--- config.mk ---
export PLATFORM = sky130hd
export DESIGN_NAME = product_accumulator
export DESIGN_NICKNAME = d
export VERILOG_FILES = /design/src/rtl/karatsuba_pkg.sv /design/src/rtl/acc_adder.sv /design/src/rtl/product_accumulator.sv
export SDC_FILE = /design/constraint.sdc
export NUM_CORES = 1
export LEC_CHECK = 0
export CAP_MARGIN = 20
export CORE_UTILIZATION = 40
export CTS_CLUSTER_DIAMETER = 40
export CTS_CLUSTER_SIZE = 8
export DETAILED_ROUTE_END_ITERATION = 10
export PLACE_DENSITY = 0.67
export SLEW_MARGIN = 20
export SYNTH_ARGS = -nofsm -noshare
export SYNTH_HDL_FRONTEND = slang
export SYNTH_SLANG_ARGS = --single-unit
--- constraint.sdc ---
create_clock -name clk -period 5 [get_ports clk]
set_input_delay 1 -clock clk [delete_from_list [all_inputs] [get_ports clk]]
set_output_delay 1 -clock clk [all_outputs]
set_load 0.005 [all_outputs]
--- src/rtl/karatsuba_pkg.sv ---
// Shared definitions for the Karatsuba multiply / product-accumulate path:
// FSM state encoding and the default accumulator sizing rule.
package karatsuba_pkg;

  // Accumulator guard bits above the 2*N product width
  localparam int ACC_GUARD = 8;

  typedef enum logic [1:0] {
    S_IDLE  = 2'd0,
    S_ACCUM = 2'd1,
    S_DONE  = 2'd2
  } acc_state_t;

  // Default accumulator width for an N-bit multiplier
  function automatic int acc_w_default(input int n);
    return 2 * n + ACC_GUARD;
  endfunction

endpackage

--- src/rtl/acc_adder.sv ---
// ACC_W-bit unsigned adder with carry-out; the carry feeds the sticky
// overflow flag of the product accumulator.
module acc_adder #(
  parameter int W = 72
) (
  input  logic [W-1:0] i_a,
  input  logic [W-1:0] i_b,
  output logic [W-1:0] o_sum,
  output logic         o_carry
);

  logic [W:0] w_full;

  // Widen by one bit so the carry-out falls out of the add
  always_comb begin
    w_full  = {1'b0, i_a} + {1'b0, i_b};
    o_sum   = w_full[W-1:0];
    o_carry = w_full[W];
  end

endmodule

--- src/rtl/product_accumulator.sv ---
// Sums a run of unsigned products from the upstream Karatsuba multiplier
// (karatsuba_overlapfree drives in_prod) into a wide accumulator and
// presents the total with a sticky overflow flag via a valid/ready pair.
module product_accumulator
  import karatsuba_pkg::*;
#(
  parameter int N     = 32,
  parameter int ACC_W = acc_w_default(N),
  parameter int LEN_W = 8
) (
  input  logic               clk,
  input  logic               rst,
  input  logic               start,
  input  logic [LEN_W-1:0]   len,
  input  logic               in_valid,
  input  logic [2*N-1:0]     in_prod,
  output logic               in_ready,
  output logic               out_valid,
  input  logic               out_ready,
  output logic [ACC_W-1:0]   out_sum,
  output logic               out_ovf,
  output logic               busy
);

  acc_state_t         r_state;
  logic [ACC_W-1:0]   r_acc;
  logic [ACC_W-1:0]   r_out_sum;
  logic [LEN_W-1:0]   r_remaining;
  logic               r_ovf;
  logic               r_in_ready;
  logic               r_out_valid;
  logic               r_busy;

  logic [ACC_W-1:0]   w_prod_ext;
  logic [ACC_W-1:0]   w_sum;
  logic               w_carry;
  logic               w_accept;

  assign w_prod_ext = ACC_W'(in_prod);
  assign w_accept   = in_valid & r_in_ready;

  acc_adder #(.W(ACC_W)) u_add (
    .i_a     (r_acc),
    .i_b     (w_prod_ext),
    .o_sum   (w_sum),
    .o_carry (w_carry)
  );

  // Job FSM: start -> accumulate len products -> hold result until taken.
  // out_sum lives in its own register so it only changes on entry to DONE.
  always_ff @(posedge clk) begin
    if (rst) begin
      r_state     <= S_IDLE;
      r_acc       <= '0;
      r_out_sum   <= '0;
      r_remaining <= '0;
      r_ovf       <= 1'b0;
      r_in_ready  <= 1'b0;
      r_out_valid <= 1'b0;
      r_busy      <= 1'b0;
    end else begin
      case (r_state)
        S_IDLE: begin
          if (start) begin
            r_acc       <= '0;
            r_ovf       <= 1'b0;
            r_remaining <= len;
            r_busy      <= 1'b1;
            if (len == '0) begin
              r_state     <= S_DONE;
              r_out_sum   <= '0;
              r_out_valid <= 1'b1;
            end else begin
              r_state    <= S_ACCUM;
              r_in_ready <= 1'b1;
            end
          end
        end
        S_ACCUM: begin
          if (w_accept) begin
            r_acc       <= w_sum;
            r_ovf       <= r_ovf | w_carry;
            r_remaining <= r_remaining - 1'b1;
            if (r_remaining == LEN_W'(1)) begin
              r_state     <= S_DONE;
              r_out_sum   <= w_sum;
              r_in_ready  <= 1'b0;
              r_out_valid <= 1'b1;
            end
          end
        end
        S_DONE: begin
          if (out_ready) begin
            r_state     <= S_IDLE;
            r_out_valid <= 1'b0;
            r_busy      <= 1'b0;
          end
        end
        default: begin
          r_state     <= S_IDLE;
          r_in_ready  <= 1'b0;
          r_out_valid <= 1'b0;
          r_busy      <= 1'b0;
        end
      endcase
    end
  end

  assign in_ready  = r_in_ready;
  assign out_valid = r_out_valid;
  assign out_sum   = r_out_sum;
  assign out_ovf   = r_ovf;
  assign busy      = r_busy;

endmodule
==> impl_metrics.csv, run 1 <==
group,metric,value,unit
run_status,status,"complete, but fails checks",
run_status,violations,"design-rule violations",
floorplanning,dieArea,0.0254,mm^2
power,seqPwrFrac,40.2,%
grt,antenna_found_initial,0,
place,dp.cells,1672,
sta,worst_clock_skew,11.8,ps
clock_network,root_buffer,"clkbuf_16",
power,total_power,3.26,mW
floorplanning,rows,57,
job,max_cap_violations,0,
place,post_dp_cell_area,0.0116,mm^2
clock_network,post_cts_resized,0,
sta,slew_headroom,33.8,%
sta,rsz0062_at_grt,"false",
power,leakagePower,4.78,nW
finish,fin_cells,1703,
routing,post-route-drc-count,2,
sta,fin_ws,848,ps
sta,hold_slack,453,ps
place,place_ws,446,ps
floorplanning,core,0.0242,mm^2
clock_network,clk_path_buf_depth,2,
yosys,async_flop_share,0,%
power,max-vdd-ir-drop,0.000209,V
finish,syn2layout_area_growth,23.2,%
finish,drive_gt1_share,5.00,%
setup_path,reg2reg_to,"r_acc[40]",
yosys,synth_top_cell_by_area,"dfxtp_1",
finish,fillers,2395,
place,gp_congestion,0.935,
power,p_int,2.32,mW
floorplanning,die_y,159,um
floorplanning,initial_core_util,40.8,%
power,combPwrFrac,18.2,%
routing,ant_nets,0,
sta,worst_slew_pin_slew,993,ps
yosys,syn-cell-area,0.00989,mm^2
finish,final_area,0.0122,mm^2
clock_network,cts_tree,"yes",
yosys,ys_seq_area_share,32.0,%
sta,max_freq,241,MHz
clock_network,postCtsHoldBufs,0,
setup_path,reg2reg_slack,1530,ps
grt,overflow,0,
routing,avgViaCountPerCell,5.67,
power,cellPowerDensity,268,mW/mm^2
grt,grt_max_degree,59,
grt,grt_pass1_vias,9315,
clock_network,cts.clk_slew.worst_paths,70,ps
setup_path,r2r_cells,12,
power,switching_share,28.8,%
yosys,synth_most_common_cell,"nand2_1",
routing,drtIter0Drc,738,
setup_path,r2r_start,"r_acc[0]",
floorplanning,die_x,159,um
sta,finalSetupViolCount,0,
yosys,synth.top_cells.by_count,"nand2_1, a21oi_1, dfxtp_1",
yosys,netlist_instances,1273,
yosys,avgSynthCellArea,7.77,um^2
power,clock_power_share,41.6,%
finish,nets,1511,
sta,period_minus_slack,4150,ps
min_path,min-delay-start,"out_sum[26]",
finish,n_antenna_cell,0,
yosys,synth_fp_nets,1417,
sta,finalSetupTns,0,ps
yosys,synth_top_area_share,32.0,%
setup_path,critical_path.max_fanout,4,
routing,vias,9653,
routing,routed_wl,29700,um
power,p_switching,940,uW
yosys,synth_edf_count,0,
clock_network,clock_latency,420,ps
sta,drv_slew,0,
floorplanning,io_pins,153,
grt,track_usage,23.5,%
clock_network,clkSinkCount,158,
clock_network,post_cts_buffers,0,
yosys,synth_cell_types,78,
sta,hold_viol_final,0,
grt,grt_pass1_wl,48400,um
setup_path,crit_path_end_kind,"flop",
setup_path,path_class,"in2reg",
yosys,yosys-top-cells-area,"dfxtp_1, ha_1, a21oi_1",
min_path,hold_path_class,"reg2reg",
yosys,synth_top_flop_cell,"dfxtp_1",
setup_path,worstPathRequired,5320,ps
finish,post-route-util,50.3,%
routing,dr.pass1.iters,8,
place,place_hpwl,21900,um
sta,fin_crit_sh,83.0,%
min_path,min_to,"out_sum[26]",
yosys,ys_warn_count,0,
routing,post_drt_wl_per_cell,17.4,um
setup_path,start_kind,"input pin",
min_path,min_path_cells,2,
place,port_buffers,152,
yosys,ys_ff_latch,158,
setup_path,arrival,4470,ps
clock_network,ctsHtreeMaxLevel,4,
clock_network,numCtsBuffers,17,
[cells by family after synthesis]
kind of cell	synth area share, %
AND/OR/NAND/NOR	21.0
AO/OA/AOI/OAI	28.5
buffers and inverters	4.33
adder cells (fa/ha/maj)	8.55
flip-flops	32.0
XOR/XNOR	5.67
[cell usage in the layout (no fill, tap or decap), types with 6 or more instances in the layout]
master | synthesis | routed
xnor2_1 | 34 | 34
nand2_1 | 175 | 175
inv_1 | 20 | 20
clkdlybuf4s50_1 | 0 | 151
and2_1 | 6 | 6
a21o_1 | 37 | 36
buf_4 | 1 | 11
a211oi_1 | 9 | 9
nand3_1 | 71 | 71
and3_1 | 12 | 12
nor4_1 | 6 | 6
a21oi_1 | 162 | 160
o21a_1 | 10 | 10
nor2_1 | 98 | 96
o21bai_1 | 14 | 14
a22oi_1 | 7 | 7
a31oi_1 | 11 | 11
nand4_1 | 29 | 29
dfxtp_1 | 158 | 158
o21ai_0 | 58 | 58
clkbuf_16 | 0 | 17
xor2_1 | 30 | 30
o211ai_1 | 8 | 8
nor3_1 | 17 | 15
a22o_1 | 59 | 59
ha_1 | 66 | 66
[area by class of cell]
cell class,instances,area (um^2),area share (%)
timing repair buffer,163,1600,13.1
multi-input combinational,1007,6340,52.0
inverter,20,75.1,0.616
tap,324,405,3.33
clock inverter,12,160,1.31
sequential,158,3160,26.0
clock buffer,19,443,3.63
[flip-flops by register name, indices dropped and copies added, names as in the netlist]
name         count
busy             1
r_remaining      8
r_acc           72
out_valid        1
r_state          2
in_ready         1
out_ovf          1
out_sum         72
[power by group through the flow]
stage,registers [mW],logic [mW],clock network [mW]
6_report,1.31,0.594,1.36
5_1_grt,1.31,0.655,1.44
4_1_cts,1.31,0.592,1.38
3_5_place_dp,1.34,0.589,0
3_3_place_gp,1.34,0.587,0
2_1_floorplan,1.33,0.403,0
[how the worst max path moves through the flow]
stage	start	to	slack, ps	depth (start not counted)
6_report	in_prod[0]	r_acc[40]	850	13
5_1_grt	in_prod[0]	r_acc[48]	700	13
4_1_cts	in_prod[0]	r_acc[40]	880	13
3_5_place_dp	in_prod[0]	r_acc[40]	450	13
3_3_place_gp	in_prod[0]	r_acc[48]	470	13
2_1_floorplan	in_prod[0]	out_ovf	1260	12
[per-layer routing]
metal  routed length [um]  global-route usage, %
met4                  626                   7.12
met3                 1610                   4.14
met1                13700                   30.8
met2                13700                   39.4
met5                    0                      0
[worst max-delay path, stage by stage]
cell             delay [ps]
clkdlybuf4s50_1         410
ha_1                    230
fa_1                    410
a21o_1                  200
a221oi_2                330
nand4bb_1               260
and2_1                  190
o21ai_1                 160
a41o_1                  300
a21oi_1                 430
o31ai_1                 150
xor2_1                  180
a22o_1                  220
No activity file was read; power rests on OpenSTA's default activity.
==> run 2: changes to the inputs <==
clock period = 4.1 ns   (was 5 ns; I/O delays follow)
==> impl_metrics.csv, run 2 (synthesis gave the netlist of run 1 again) <==
group,metric,value,unit
clock_network,clk_path_buf_depth,2,
clock_network,ctsHtreeMaxLevel,4,
routing,avgViaCountPerCell,5.58,
clock_network,clock_latency,430,ps
grt,track_usage,23.7,%
place,post_dp_cell_area,0.0120,mm^2
floorplanning,initial_core_util,40.8,%
setup_path,path_class,"in2reg",
finish,n_antenna_cell,0,
routing,routed_wl,29800,um
sta,period_minus_slack,3790,ps
clock_network,postCtsHoldBufs,0,
setup_path,start_kind,"input pin",
setup_path,r2r_start,"r_acc[0]",
sta,hold_viol_final,0,
power,seqPwrFrac,40.0,%
finish,final_area,0.0126,mm^2
routing,vias,9841,
min_path,hold_path_class,"reg2reg",
setup_path,arrival,4110,ps
grt,antenna_found_initial,0,
setup_path,critPathLaunch,"in_prod[0]",
clock_network,cts_tree,"yes",
sta,finalSetupTns,0,ps
setup_path,worstPathRequired,4430,ps
floorplanning,io_pins,153,
place,port_buffers,152,
finish,syn2layout_area_growth,27.7,%
sta,finalSetupViolCount,0,
finish,nets,1572,
clock_network,post_cts_resized,0,
sta,drv_slew,0,
finish,fin_cells,1765,
min_path,min-delay-start,"out_valid",
sta,max_freq,264,MHz
power,combPwrFrac,19.3,%
power,cellPowerDensity,316,mW/mm^2
finish,drive_gt1_share,9.02,%
power,max-vdd-ir-drop,0.000240,V
place,place_hpwl,22300,um
routing,dr.pass1.iters,5,
sta,hold_slack,457,ps
finish,final_cell_mix,"nand2_1, a21oi_1, dfxtp_1, clkdlybuf4s50_1, nor2_1",
finish,final_common_cell,"nand2_1",
routing,post-route-drc-count,0,
sta,worst_clock_skew,10.6,ps
grt,grt_pass1_wl,48800,um
place,dp.cells,1733,
setup_path,crit_path_end_kind,"flop",
floorplanning,dieArea,0.0254,mm^2
power,p_int,2.83,mW
floorplanning,die_y,159,um
routing,ant_nets,0,
clock_network,cts.clk_slew.worst_paths,70,ps
sta,fin_crit_sh,92.4,%
floorplanning,die_x,159,um
power,switching_share,29.1,%
grt,grt_pass1_vias,9446,
setup_path,critical_path.max_fanout,4,
clock_network,root_buffer,"clkbuf_16",
power,total_power,4.00,mW
power,p_switching,1.16,mW
clock_network,post_cts_buffers,0,
power,leakagePower,5.08,nW
floorplanning,rows,57,
grt,grt_max_degree,59,
grt,overflow,0,
power,clock_power_share,40.7,%
run_status,status,"finished, final reports clean",
sta,rsz0062_at_grt,"false",
routing,post_drt_wl_per_cell,16.9,um
place,gp_congestion,0.949,
sta,worst_slew_pin_slew,833,ps
job,max_cap_violations,0,
sta,slew_headroom,44.3,%
clock_network,numCtsBuffers,17,
routing,drtIter0Drc,684,
floorplanning,core,0.0242,mm^2
clock_network,clkSinkCount,158,
## run 2: critical path, cell delays in order
cell and delay (ps):
clkdlybuf4s50_1 420, ha_1 230, fa_1 400, a21o_1 200, a221oi_2 260, nand4bb_1 270, a21oi_1 130, o211a_1 280
a211o_1 370, a31oi_4 210, or2b_1 180, nor3_1 70, o221a_2 260
## run 2: worst paths after layout
path                            slack (ps)         to  cells past startpoint
worst max-delay path                   310    out_ovf                     13
worst min-delay path                   460  out_valid                      2
worst max register to register         840    out_ovf                     12
worst min register to register         460  out_valid                      2
## run 2: power by group through the flow
stage	clock [mW]	combinational (mW)	sequential [mW]
6_report	1.63	0.771	1.60
5_1_grt	1.72	0.848	1.60
4_1_cts	1.65	0.769	1.60
3_5_place_dp	0	0.763	1.63
3_3_place_gp	0	0.759	1.63
2_1_floorplan	0	0.491	1.62
## run 2: per-stage QoR
| stage | setup WS, ps | util (%) |
|---|---|---|
| 2_1_floorplan | 544 | - |
| 3_3_place_gp | -45.2 | 49.7 |
| 3_5_place_dp | -81.1 | 49.7 |
| 4_1_cts | 350 | 52.1 |
| 5_1_grt | 192 | 52.1 |
| 6_report | 313 | 52.1 |
## run 2: cell type report
| class | instances | area [um^2] |
|---|---|---|
| clock buffer | 21 | 460 |
| clock inverter | 11 | 130 |
| fill | 2382 | 11600 |
| inverter | 20 | 75.1 |
| multi-input combinational | 1007 | 6340 |
| sequential | 158 | 3160 |
| tap | 324 | 405 |
| timing repair buffer | 224 | 2060 |
## run 2: per-layer routing
layer / GRT usage, % / up-vias / routed length (um) / share of wire, %
met5: 0 / - / 0 / 0
met4: 6.95 / 0 / 602 / 2.0
met3: 4.74 / 40 / 1730 / 5.8
met2: 40.4 / 275 / 13900 / 47
met1: 30.3 / 4566 / 13600 / 46
li1: - / 4960 / - / -
==> run 3: changes to the inputs <==
RECOVER_POWER = 100   (was not set)
==> impl_metrics.csv, run 3 (synthesis gave the netlist of run 1 again) <==
group,metric,value,unit
setup_path,start_kind,"input pin",
setup_path,reg2reg_to,"out_ovf",
finish,seq_area,0.00316,mm^2
setup_path,r2r_start,"r_acc[0]",
power,total_power,3.99,mW
setup_path,path_class,"in2reg",
power,switching_share,29.2,%
power,cellPowerDensity,317,mW/mm^2
clock_network,clock_latency,430,ps
setup_path,reg2reg_slack,750,ps
grt,overflow,0,
clock_network,root_buffer,"clkbuf_16",
finish,syn2layout_area_growth,27.2,%
clock_network,post_cts_buffers,0,
setup_path,max_stage_delay,420,ps
clock_network,cts_tree,"yes",
grt,grt_util_met1,30.3,%
clock_network,ctsHtreeMaxLevel,4,
routing,post_drt_wl_per_cell,16.9,um
power,p_switching,1.16,mW
clock_network,cts.clk_slew.worst_paths,70,ps
finish,drive_gt1_share,8.26,%
place,port_buffers,152,
clock_network,clk_path_buf_depth,2,
setup_path,crit_path_end_kind,"flop",
floorplanning,die_x,159,um
setup_path,r2r_cells,12,
grt,grtUsageMet2,40.4,%
grt,grt.busiest_layer,"met2",
finish,multi_input_area,0.00632,mm^2
place,gp_congestion,0.949,
routing,dr.pass1.iters,6,
floorplanning,initial_core_util,40.8,%
min_path,hold_path_class,"reg2reg",
sta,worst_slew_pin_slew,1240,ps
setup_path,worstPathRequired,4420,ps
sta,hold_viol_final,0,
power,clock_power_share,40.8,%
setup_path,cp_slowest_cell,"clkdlybuf4s50_1",
floorplanning,rows,57,
grt,grt_pass1_vias,9446,
grt,grt_pass1_wl,48800,um
sta,drv_slew,0,
grt,antenna_found_initial,0,
setup_path,arrival,4190,ps
routing,avgViaCountPerCell,5.60,
routing,drtIter0Drc,620,
power,seqPwrFrac,40.1,%
sta,period_minus_slack,3870,ps
routing,post-route-drc-count,0,
setup_path,critPathLaunch,"in_prod[0]",
floorplanning,dieArea,0.0254,mm^2
floorplanning,io_pins,153,
power,p_int,2.83,mW
grt,track_usage,23.7,%
finish,nets,1572,
sta,fin_crit_sh,94.4,%
clock_network,numCtsBuffers,17,
finish,final_cell_mix,"nand2_1, a21oi_1, dfxtp_1, nor2_1, dlygate4sd3_1",
routing,routed_wl,29800,um
setup_path,endpoint,"out_ovf",
sta,slew_headroom,17.5,%
floorplanning,die_y,159,um
routing,vias,9884,
power,max-vdd-ir-drop,0.000241,V
setup_path,critical_path.max_fanout,4,
setup_path,cp_cell_sequence,"clkdlybuf4s50_1 -> ha_1 -> fa_1 -> a21o_1 -> a221oi_1 -> nand4bb_1 -> a21oi_1 -> o211a_1 -> a211o_1 -> a31oi_4 -> or2b_1 -> nor3_1 -> o221a_2",
sta,finalSetupViolCount,0,
clock_network,post_cts_resized,0,
finish,final_common_cell,"nand2_1",
floorplanning,core,0.0242,mm^2
sta,worst_clock_skew,10.1,ps
run_status,status,"finished, final reports clean",
finish,fillers,2397,
grt,grt_max_degree,59,
power,combPwrFrac,19.1,%
sta,hold_slack,453,ps
grt,use_met3,4.74,%
routing,ant_nets,0,
finish,n_antenna_cell,0,
power,leakagePower,5.31,nW
clock_network,postCtsHoldBufs,0,
sta,max_freq,258,MHz
clock_network,clkSinkCount,158,
job,max_cap_violations,0,
place,place_hpwl,22300,um
sta,rsz0062_at_grt,"false",
[run 3: power groups by stage]
stage               Sequential [mW]  Combinational, mW  Clock [mW]
floorplan                      1.62              0.491           0
global placement               1.63              0.759           0
detailed placement             1.63              0.763           0
CTS                            1.60              0.769        1.65
global route                   1.60              0.840        1.72
finish                         1.60              0.763        1.63
[run 3: routing by layer]
metal,up-vias,share of wire [%]
li1,4960,-
met5,-,0
met2,309,46
met1,4573,45
met4,0,2.0
met3,42,6.3
[run 3: area by class of cell]
class                   count  share of cell area (%)
well taps                 324                    3.22
multi-input cells        1007                    50.2
flip-flops and latches    158                    25.2
clock inverters            11                    1.03
clock buffers              21                    3.66
repair buffers            224                    16.1
inverters                  20                   0.597
[run 3: worst min-delay path by stage]
stage | from | end | slack, ps | cells past startpoint
floorplan | r_acc[45] | r_acc[45] | 430 | 2
global placement | out_sum[20] | out_sum[20] | 440 | 2
detailed placement | out_sum[9] | out_sum[9] | 450 | 2
CTS | r_acc[8] | r_acc[8] | 460 | 2
global route | out_sum[17] | out_sum[17] | 470 | 2
finish | out_valid | out_valid | 450 | 2
[run 3: stage by stage]
stage / utilization (%) / TNS (ps) / setup WS (ps) / cell area, um^2 / std cells
final: 51.9 / 0 / 228 / 12600 / 1765
after global routing: 51.9 / 0 / 101 / 12600 / 1765
after CTS: 52.1 / 0 / 350 / 12600 / 1765
after detailed placement: 49.7 / -98.9 / -81.1 / 12000 / 1733
after global placement: 49.7 / -45.2 / -45.2 / 12000 / 1733
after floorplan: - / 0 / 544 / 9890 / 1273
[run 3: critical path: cells and delay by family]
| family | cells | cell delay [ps] |
|---|---|---|
| and+or+nand+nor | 3 | 530 |
| buffers and inverters | 1 | 420 |
| adders and majority gates | 2 | 630 |
| AOI/OAI and AO/OA | 7 | 1780 |
==> variant, RTL diff (config.mk and constraints of run 2) <==
Register the output `out_ovf` once more, without a reset; this adds one clock of latency there. The other outputs are not delayed to match.
--- a/src/rtl/product_accumulator.sv
+++ b/src/rtl/product_accumulator.sv
@@ -109,7 +109,9 @@
   assign in_ready  = r_in_ready;
   assign out_valid = r_out_valid;
   assign out_sum   = r_out_sum;
-  assign out_ovf   = r_ovf;
+  always_ff @(posedge clk) begin
+    out_ovf <= r_ovf;
+  end
   assign busy      = r_busy;
 
 endmodule
Function: no difference found for any inputs over 4 cycles, from zero or initial values and one cycle with rst high; that may be too few to reach the edited logic, so the function may still have changed.
==> variant against run 2 <==
Power fell by 0.17%. Wire length rose by 1.4%. Worst setup slack got worse by 0.020 ns. Sequential cell count rose by 1. Clock skew rose by 0.0051 ns. Die area rose by 0.20%. Critical path depth rose by 1. Cell area barely moved. Maximum frequency fell by 0.53%. Non-clock buffer count rose by 1. Area after synthesis rose by 0.20%.
==> variant: results (changes against run 2) <==
- The fraction of final layout cells with drive strength greater than 1 is 9.02% (about the same).
- In this run the clock root is driven by a clkbuf_16.
- The fraction of the mapped netlist area in adder cells is 8.54% (-0.017 points).
- The arrival time of the worst setup path is 4.12 ns (about the same).
- The detailed placer's ending HPWL is 22800 um (+2.4%).
- The number of inserted filler cells in the final layout is 2364 (-0.76%).
- The routability congestion estimate is 0.964 (+1.5%).
- The length of the first detailed-routing pass in iterations is 5 (unchanged).
- The via count of the first global-routing pass was 9607 (+1.7%).
- In the post-synthesis netlist, the biggest area contributors are dfxtp_1 32%, ha_1 8.3%, a21oi_1 8.2%.
- The via density per instance came to 5.64 (+1.2%).
- The overall track demand over capacity in global routing is 24.1% (+0.35 points).
- The share of total power consumed by net switching is 29.3% (+0.15 points).
- The average wire per cell in the routed design is 17.1 um (+1.3%).
- The critical-path maximum fanout is 4 (unchanged).
- The fraction of the yosys area taken by sequential cells was 32.1% (+0.14 points).
- The area fraction in compound gates after synthesis is 28.4% (-0.057 points).
- The maximum level of the CTS H-tree is 4 (unchanged).
- The number of warnings reported in the yosys synthesis log is 0 (unchanged).
- The count of mapped cells out of synthesis is 1274 (+0.079%).
- The slew of the pin with the lowest slew margin is 1.02 ns (+0.186 ns).
- Ranked by instance count, the synthesized netlist is headed by 175 x nand2_1, 162 x a21oi_1, 159 x dfxtp_1.
- The flow ran to the end, and the final reports show no timing, DRC or antenna violations.
- The register area is 3180 um^2 (+0.63%).
- The setup slack after placement is -0.116 ns (-0.0352 ns).
- In this run the most critical hold path is launched from r_ovf.
- The cell class contributing the biggest share of worst-path delay is compound AO/OA/AOI/OAI gates.
- The peak supply drop is 0.000225 V (-6.1%).
- The net count of the finished layout came to 1574 (+0.13%).
- The placed cell count is 1735 (+0.12%).
- The clock tree skew after final layout came to 0.0157 ns (+0.00507 ns).
- The global routing usage on met2 is 39.9% (-0.52 points).
- The first-iteration detailed-routing DRC count is 657 (-3.9%).
- The maximum number of pins on one net before global-route repair is 50 (-15%).
- The global-route track usage on met1 was 31.8% (+1.5 points).
- The wire length of the first global-routing pass is 49800 um (+2.2%).
- The post-synth net total is 1418 (+0.071%).
- The instance area after placement is 12100 um^2 (+0.19%).
- The global routing met3 resource utilization is 4.30% (-0.44 points).
- The final non-filler cell total is 1766 (+0.057%).
- The leakage power is 5.08 nW (about the same).
- The fraction of synthesized cell area in xor and xnor cells is 5.66% (-0.011 points).
- The port buffer count is 152 (unchanged).
-- variant: worst reg2reg max path, cell delays in order, from the launching register on --
cell	delay, ns
dfxtp_1	0.32
ha_1	0.21
fa_1	0.41
a21o_1	0.20
a221oi_2	0.34
nand4bb_1	0.24
a21oi_1	0.11
o211a_1	0.27
a211o_1	0.36
a31oi_4	0.21
or2b_1	0.17
buf_4	0.12
xor2_1	0.13
o21ai_0	0.08
-- variant: metal layers --
| metal | wire length [um] | share of wire, % |
|---|---|---|
| met1 | 14200 | 47 |
| met2 | 13700 | 45 |
| met3 | 1690 | 5.6 |
| met4 | 629 | 2.1 |
| met5 | 0 | 0 |
-- variant: path summary, 6_finish.rpt --
path | end | slack, ns | cells after the start
setup / recovery | out_sum[68] | 0.29 | 14
hold / removal | out_ovf | 0.37 | 0
setup reg to reg | out_sum[68] | 0.83 | 13
hold reg to reg | out_ovf | 0.37 | 0
-- variant: power by group through the flow --
stage / registers [mW] / logic, mW / clock network [mW]
after floorplan: 1.63 / 0.491 / 0
after global placement: 1.64 / 0.760 / 0
after detailed placement: 1.64 / 0.761 / 0
after CTS: 1.61 / 0.766 / 1.63
after global routing: 1.61 / 0.849 / 1.70
final: 1.61 / 0.770 / 1.61
-- variant: layout make-up --
cell class                      instances  share of cell area (%)
Multi-Input combinational cell       1007                    50.1
Tap cell                              324                    3.21
Clock buffer                           20                    3.53
Clock inverter                         11                    1.06
Sequential cell                       159                    25.2
Timing Repair Buffer                  225                    16.3
Inverter                               20                   0.594
-- variant: cell families after synthesis --
group           count (synthesis)
flops                         159
buf+inv                       108
compound gates                425
simple gates                  451
fa+ha+maj                      67
xor+xnor                       64
